[config.mk]
export PLATFORM = sky130hd
export DESIGN_NAME = branch_resolution_unit
export DESIGN_NICKNAME = d
export VERILOG_FILES = /design/src/rtl/branch_resolution_unit.sv
export SDC_FILE = /design/constraint.sdc
export NUM_CORES = 1
export LEC_CHECK = 0
export BUFFER_PORTS_ARGS = -buffer_cell sky130_fd_sc_hd__buf_2
export CAP_MARGIN = 30
export CORE_ASPECT_RATIO = 2
export CORE_MARGIN = 3
export CORE_UTILIZATION = 50
export CTS_CLUSTER_DIAMETER = 150
export DETAILED_ROUTE_END_ITERATION = 8
export PLACE_DENSITY = 0.79
export SYNTH_ARGS = -nofsm -noshare
export SYNTH_HDL_FRONTEND = slang
export SYNTH_SLANG_ARGS = --single-unit
[constraint.sdc]
create_clock -name clk -period 3.13 [get_ports clk]
set_input_delay 0.939 -clock clk [delete_from_list [all_inputs] [get_ports clk]]
set_output_delay 0.939 -clock clk [all_outputs]
set_load 0.1 [all_outputs]
[src/rtl/branch_resolution_unit.sv]
// Branch resolution unit: carries BPU prediction metadata through ID and EX, checks it
// against the ALU outcome, drives flush/redirect and the registered BHT training update.
module branch_resolution_unit #(
   parameter int PC_WIDTH  = 8,
   parameter int CNT_WIDTH = 16
) (
   input  logic                 clk,
   input  logic                 reset,
   input  logic                 if_valid,
   input  logic [PC_WIDTH-1:0]  if_pc,
   input  logic                 if_prediction,
   input  logic [PC_WIDTH-1:0]  if_pred_target,
   input  logic                 stall,
   input  logic                 ex_is_branch,
   input  logic                 ex_taken,
   input  logic [PC_WIDTH-1:0]  ex_target,
   output logic                 flush,
   output logic [PC_WIDTH-1:0]  redirect_pc,
   output logic                 bpu_branch,
   output logic                 bpu_branch_taken,
   output logic [PC_WIDTH-1:0]  bpu_pc,
   output logic [CNT_WIDTH-1:0] branch_count,
   output logic [CNT_WIDTH-1:0] mispredict_count
);

   typedef struct packed {
      logic                valid;
      logic [PC_WIDTH-1:0] pc;
      logic                pred;
      logic [PC_WIDTH-1:0] pred_target;
   } stage_t;

   localparam logic [PC_WIDTH-1:0]  PC_ONE  = PC_WIDTH'(1);
   localparam logic [CNT_WIDTH-1:0] CNT_ONE = CNT_WIDTH'(1);
   localparam logic [CNT_WIDTH-1:0] CNT_MAX = '1;

   stage_t                id_q, id_d;
   stage_t                ex_q, ex_d;
   logic                  bpu_branch_q, bpu_branch_d;
   logic                  bpu_taken_q, bpu_taken_d;
   logic [PC_WIDTH-1:0]   bpu_pc_q, bpu_pc_d;
   logic [CNT_WIDTH-1:0]  branch_cnt_q, branch_cnt_d;
   logic [CNT_WIDTH-1:0]  mispred_cnt_q, mispred_cnt_d;

   logic act_taken;
   logic mispredict;
   logic resolve_en;

   // Resolution is purely combinational from the EX stage; an invalid EX reports nothing.
   always_comb begin
      act_taken   = ex_is_branch & ex_taken;
      mispredict  = (ex_q.pred != act_taken) |
                    (ex_q.pred & act_taken & (ex_q.pred_target != ex_target));
      resolve_en  = ex_q.valid & ex_is_branch;
      flush       = ex_q.valid & mispredict;
      redirect_pc = '0;
      if (ex_q.valid) begin
         redirect_pc = act_taken ? ex_target : ex_q.pc + PC_ONE;
      end
   end

   // NOTE: every variable gets a default at the top of the block so no path leaves it
   // unassigned, which would otherwise infer a latch.
   always_comb begin
      id_d          = id_q;
      ex_d          = ex_q;
      bpu_branch_d  = resolve_en;
      bpu_taken_d   = bpu_taken_q;
      bpu_pc_d      = bpu_pc_q;
      branch_cnt_d  = branch_cnt_q;
      mispred_cnt_d = mispred_cnt_q;

      if (flush) begin
         id_d.valid = 1'b0;
         ex_d.valid = 1'b0;
      end else if (stall) begin
         ex_d.valid = 1'b0;
      end else begin
         id_d.valid       = if_valid;
         id_d.pc          = if_pc;
         id_d.pred        = if_prediction;
         id_d.pred_target = if_pred_target;
         ex_d             = id_q;
      end

      // Only real branches train the BHT; an aliased non-branch flush leaves it alone.
      if (resolve_en) begin
         bpu_taken_d = ex_taken;
         bpu_pc_d    = ex_q.pc;
      end

      if (resolve_en && (branch_cnt_q != CNT_MAX)) begin
         branch_cnt_d = branch_cnt_q + CNT_ONE;
      end
      if (flush && (mispred_cnt_q != CNT_MAX)) begin
         mispred_cnt_d = mispred_cnt_q + CNT_ONE;
      end
   end

   // NOTE: state registers use non-blocking assignments so every flop samples the
   // pre-edge values, independent of the order of statements in the block.
   always_ff @(posedge clk or posedge reset) begin
      if (reset) begin
         id_q          <= '0;
         ex_q          <= '0;
         bpu_branch_q  <= 1'b0;
         bpu_taken_q   <= 1'b0;
         bpu_pc_q      <= '0;
         branch_cnt_q  <= '0;
         mispred_cnt_q <= '0;
      end else begin
         id_q          <= id_d;
         ex_q          <= ex_d;
         bpu_branch_q  <= bpu_branch_d;
         bpu_taken_q   <= bpu_taken_d;
         bpu_pc_q      <= bpu_pc_d;
         branch_cnt_q  <= branch_cnt_d;
         mispred_cnt_q <= mispred_cnt_d;
      end
   end

   assign bpu_branch       = bpu_branch_q;
   assign bpu_branch_taken = bpu_taken_q;
   assign bpu_pc           = bpu_pc_q;
   assign branch_count     = branch_cnt_q;
   assign mispredict_count = mispred_cnt_q;

endmodule

Yosys cells after proc, flatten, opt, wreduce, memory -nomap -nowiden
Index checks and enable logic that the tools add are counted.

storage, ports and cells
  register bits after elaboration = 78
  memory bits (read-only) = 0
  logic and storage cells = 38
  bits in writable memories = 0
  input port bits = 31
  output and inout bits = 51
  latch bits = 0
  memories kept = 0

operators by class
  shifts and indexed selects = 0
  bitwise gates (word level) = 8
  $add $sub $neg = 3
  reduce and logical (&&, ||, !) cells = 3
  order comparisons = 0
  $mul = 0
  div/mod/pow operators = 0
  equal/unequal tests = 5
  multiplexer cells = 6

operators with widths
  kind                                                              count
  16-bit by 1-bit adder with 16-bit output (second input constant)  2
  16-bit != test (second input constant)                            2
  18-bit two-way mux                                                1
  8-bit two-way mux                                                 2
  8-bit by 1-bit adder with 8-bit output (second input constant)    1
  8-bit != test                                                     1
  1-bit AND                                                         5
  1-bit two-way mux                                                 3
  1-bit logical AND                                                 2
  2-bit by 1-bit != test with 1-bit output (second input constant)  1
  1-bit inverter                                                    2
  2-bit AND reduction                                               1
  1-bit != test                                                     1
  1-bit bitwise OR                                                  1

Longest topological paths before layout
  depth after elaboration = 7
  gate-level depth with buffers = 9
  gate-level depth less buffers = 8

Least setup slack after synthesis
No wires, ideal clock.

  kind = in2out
  start point = input ex_is_branch
  end point = output redirect_pc[1]
  required time = 2.191 ns
  path slack = -1.164 ns
  stages = 4
  data arrival time = 3.355 ns
  buffers on the path = 0
  cell sequence = nand2_1 -> inv_1 -> nand2_1 -> a21boi_0

between the ends
  cells in the longest elaborated chain, start to end = 3

RTL lines
  item               line  source
  start, declared    14    input logic ex_is_branch,
  1-bit AND          51    act_taken = ex_is_branch & ex_taken;
  8-bit two-way mux  58    redirect_pc = act_taken ? ex_target : ex_q.pc + PC_ONE;
  8-bit two-way mux  57    if (ex_q.valid) begin
  end, declared      18    output logic [PC_WIDTH-1:0] redirect_pc,

No other way between the ends.

Final worst setup path
  start point = input ex_is_branch
  end point = output flush

between the ends
  cells in the longest elaborated chain, start to end = 5
  elaborated cells on any way between the ends = 6
  those cells by class = eq/ne (1); bitwise (5)

RTL lines
  item                    line  source
  1-bit AND (*)           51
  1-bit AND (2 in a row)  53    (ex_q.pred & act_taken & (ex_q.pred_target != ex_target));
  1-bit bitwise OR (*)    52    mispredict = (ex_q.pred != act_taken) |
  1-bit AND (*)           55    flush = ex_q.valid & mispredict;
  end, declared           17    output logic flush,

Mark *: on every way between the ends. The rest lies on a longest branch, timed or not.

==> metrics.cfg <==
[status]
status = complete, no violations

[floorplan]
pin_count = 82
core_um2 = 6940
initial_core_util_pct = 51.6
die-height_um = 126
dieArea_um2 = 8270
rows = 43
die_w_um = 65.8

[layout]
layout-drive-gt1-share_pct = 33.3
utilization_pct = 65.7
nets = 409
area_growth_pct = 27.5
n_antenna_cell = 0

[route]
first_pass_iters = 4
first_iter_violations = 118
routed-via-count = 2533
drc = 0
drtAntennaViolNets = 0
routed_wl_um = 7760
wl_per_cell_um = 16.6
routed_via_density = 5.41

[timing]
fmax_mhz = 328
rsz0062_at_grt = no
slew_headroom_pct = 45.8
worst_slew_pin_slew_ns = 0.810
timing.final.crit_share_pct = 97.3
setup-tns-final_ns = 0
drv_slew = 0
hold_viol_final = 0
finalSetupViolations = 0
holdWs_ns = 0.480
finClkSkew_ns = 0.00614
layout_min_cycle_time_ns = 3.05

[logic_synthesis]
syn_inst = 283
yosysWarnings = 0
syn_nets = 318
netlist_area_um2 = 3580
postSynthAreaPerCell_um2 = 12.6
synth_seq_cells = 78
ys_types = 35
ys_seq_area_share_pct = 54.5

[clocking]
cts_root_buf = clkbuf_16
cts_sinks = 78
hold_buffers = 0
numCtsBuffers = 9
cts-htree-levels = 3
cts-resized-gates = 0
clk_pin_slew_ns = 0.05
cts_setup_buffers = 0
worstSkewPairLatency_ns = 0.33
cts_buffer_depth = 2
cts_tree = done

[run]
cap_violations = 0

[worst_setup_path]
crit_fanout = 2
crit_slowest_cell = ha_1
path_class = input pin to output port
cp_num_buf_inv = 4
critPathCaptureType = output port
path_delay_family = buffers and inverters
cp.required_ns = 2.19
slowest_delay_ns = 0.32
regToRegSetupSlack_ns = 0.90
critPathLaunchType = input pin
timing.critical_path.arrival_ns = 2.11
crit_chain = buf_2 -> nand2_1 -> inv_1 -> ha_1 -> o31ai_4 -> inv_2 -> buf_12

[placement]
place.gp.congestion = 0.826
port_buffers = 81
hpwl_um = 5790

[grt]
grt_start_max_net_pins = 79
grt_pass1_wl_um = 12800
first_global_vias = 2680
overflow = 0
antenna_found_initial = 0
grt.total_usage_pct = 20.4

[power_and_ir_drop]
powerDensity_nw_per_um2 = 903
p_leak_nw = 2.25
power_mw = 4.12
peakVddDrop_mv = 0.972

[worst_hold_path]
hold_path.class = flip-flop to flip-flop

[report_power, final]
group | total (mW) | switching (mW) | leakage, nW | internal [mW]
Combinational | 1.68 | 1.26 | 1.14 | 0.422
Clock | 1.01 | 0.383 | 0.141 | 0.632
Sequential | 1.43 | 0.194 | 0.973 | 1.23
[routing by layer]
layer	vias up	track usage [%]	wire length, um
li1	1190	-	-
met1	1252	21.7	2770
met2	80	36.4	4350
met3	11	5.53	480
met4	0	8.44	155
met5	-	0	0
[state kept, by name (all words and copies together), names as in the netlist]
name,cells
ex_q,18
bpu_branch,1
bpu_branch_taken,1
bpu_pc,8
branch_count,16
id_q,18
mispredict_count,16
[placed cells by master (no fill, tap or decap), drive strengths merged, types with 3 or more instances in the layout]
cell type,synthesis,layout
and3,3,3
dfrtp,78,78
o211a,7,7
xor2,22,22
mux2,47,47
and2,4,4
nand2,25,25
xnor2,19,19
nand3,8,8
nor4,5,5
nor2,8,8
buf,4,88
ha,4,4
nor3,7,7
and4,4,4
clkbuf,4,11
inv,6,6
nand4,12,12
[area by class of cell]
| type | count | area [um2] |
|---|---|---|
| fillers | 528 | 2380 |
| flip-flops and latches | 78 | 1950 |
| multi-input cells | 191 | 1560 |
| repair buffers | 88 | 631 |
| clock buffers | 11 | 243 |
| well taps | 90 | 113 |
| clock inverters | 4 | 47.5 |
| inverters | 6 | 22.5 |
[path summary, 6_finish.rpt]
check                                                     start                              end  depth (start not counted)
worst min-delay path                       id_q[10]$_DFFE_PP0P_             id_q[10]$_DFFE_PP0P_                          1
worst max register to register  mispredict_count[0]$_DFFE_PP0P_  mispredict_count[1]$_DFFE_PP0P_                          6
max in group asynchronous                                 reset              id_q[0]$_DFFE_PP0P_                          3
min in group asynchronous                                 reset             ex_q[12]$_DFFE_PP0P_                          3
worst min register to register             id_q[10]$_DFFE_PP0P_             id_q[10]$_DFFE_PP0P_                          1
worst max-delay path                               ex_is_branch                            flush                          7
[cells in the mapped netlist]
| master | n | area (um2) |
|---|---|---|
| ha_1 | 4 | 50.1 |
| a21oi_1 | 1 | 5.00 |
| dfrtp_1 | 78 | 1950 |
| a2111o_1 | 1 | 11.3 |
| nand2b_1 | 1 | 6.26 |
| o21a_1 | 2 | 15.0 |
| and4_1 | 4 | 35.0 |
| and3b_1 | 1 | 8.76 |
| mux2i_1 | 1 | 10.0 |
| nand3_1 | 8 | 40.0 |
| o31ai_2 | 1 | 12.5 |
| clkbuf_1 | 4 | 15.0 |
| nor2_1 | 7 | 26.3 |
| buf_2 | 1 | 5.00 |
| nor3b_1 | 2 | 15.0 |
| inv_1 | 5 | 18.8 |
| a21boi_0 | 1 | 7.51 |
| nor3_1 | 7 | 35.0 |
| xor2_1 | 22 | 193 |
| nor4_1 | 5 | 31.3 |
| a31oi_1 | 1 | 6.26 |
| nand4_1 | 12 | 75.1 |
| o31ai_4 | 1 | 21.3 |
| nor4b_1 | 2 | 17.5 |
| o211a_1 | 7 | 70.1 |
| or3_1 | 1 | 6.26 |
| and2_1 | 4 | 25.0 |
| nor2_8 | 1 | 20.0 |
| xnor2_1 | 19 | 166 |
| mux2_2 | 18 | 203 |
| mux2_1 | 29 | 327 |
| buf_6 | 3 | 33.8 |
| inv_2 | 1 | 3.75 |
| and3_1 | 3 | 18.8 |
| nand2_1 | 25 | 93.8 |
[through the flow]
stage / worst slack, ns / std cells / area, um2
floorplan: 0.0289 / 283 / 3580
global placement: 0.108 / 453 / 4270
detailed placement: 0.0976 / 453 / 4270
CTS: 0.0804 / 468 / 4560
global route: 0.0554 / 468 / 4560
finish: 0.0839 / 468 / 4560
[cell families after synthesis]
group	synth area share [%]
compound gates	4.16
xor+xnor	10.0
fa+ha+maj	1.40
buf+inv	2.13
flops	54.5
mux	15.1
simple gates	12.7
(Power assumes the default switching activity.)
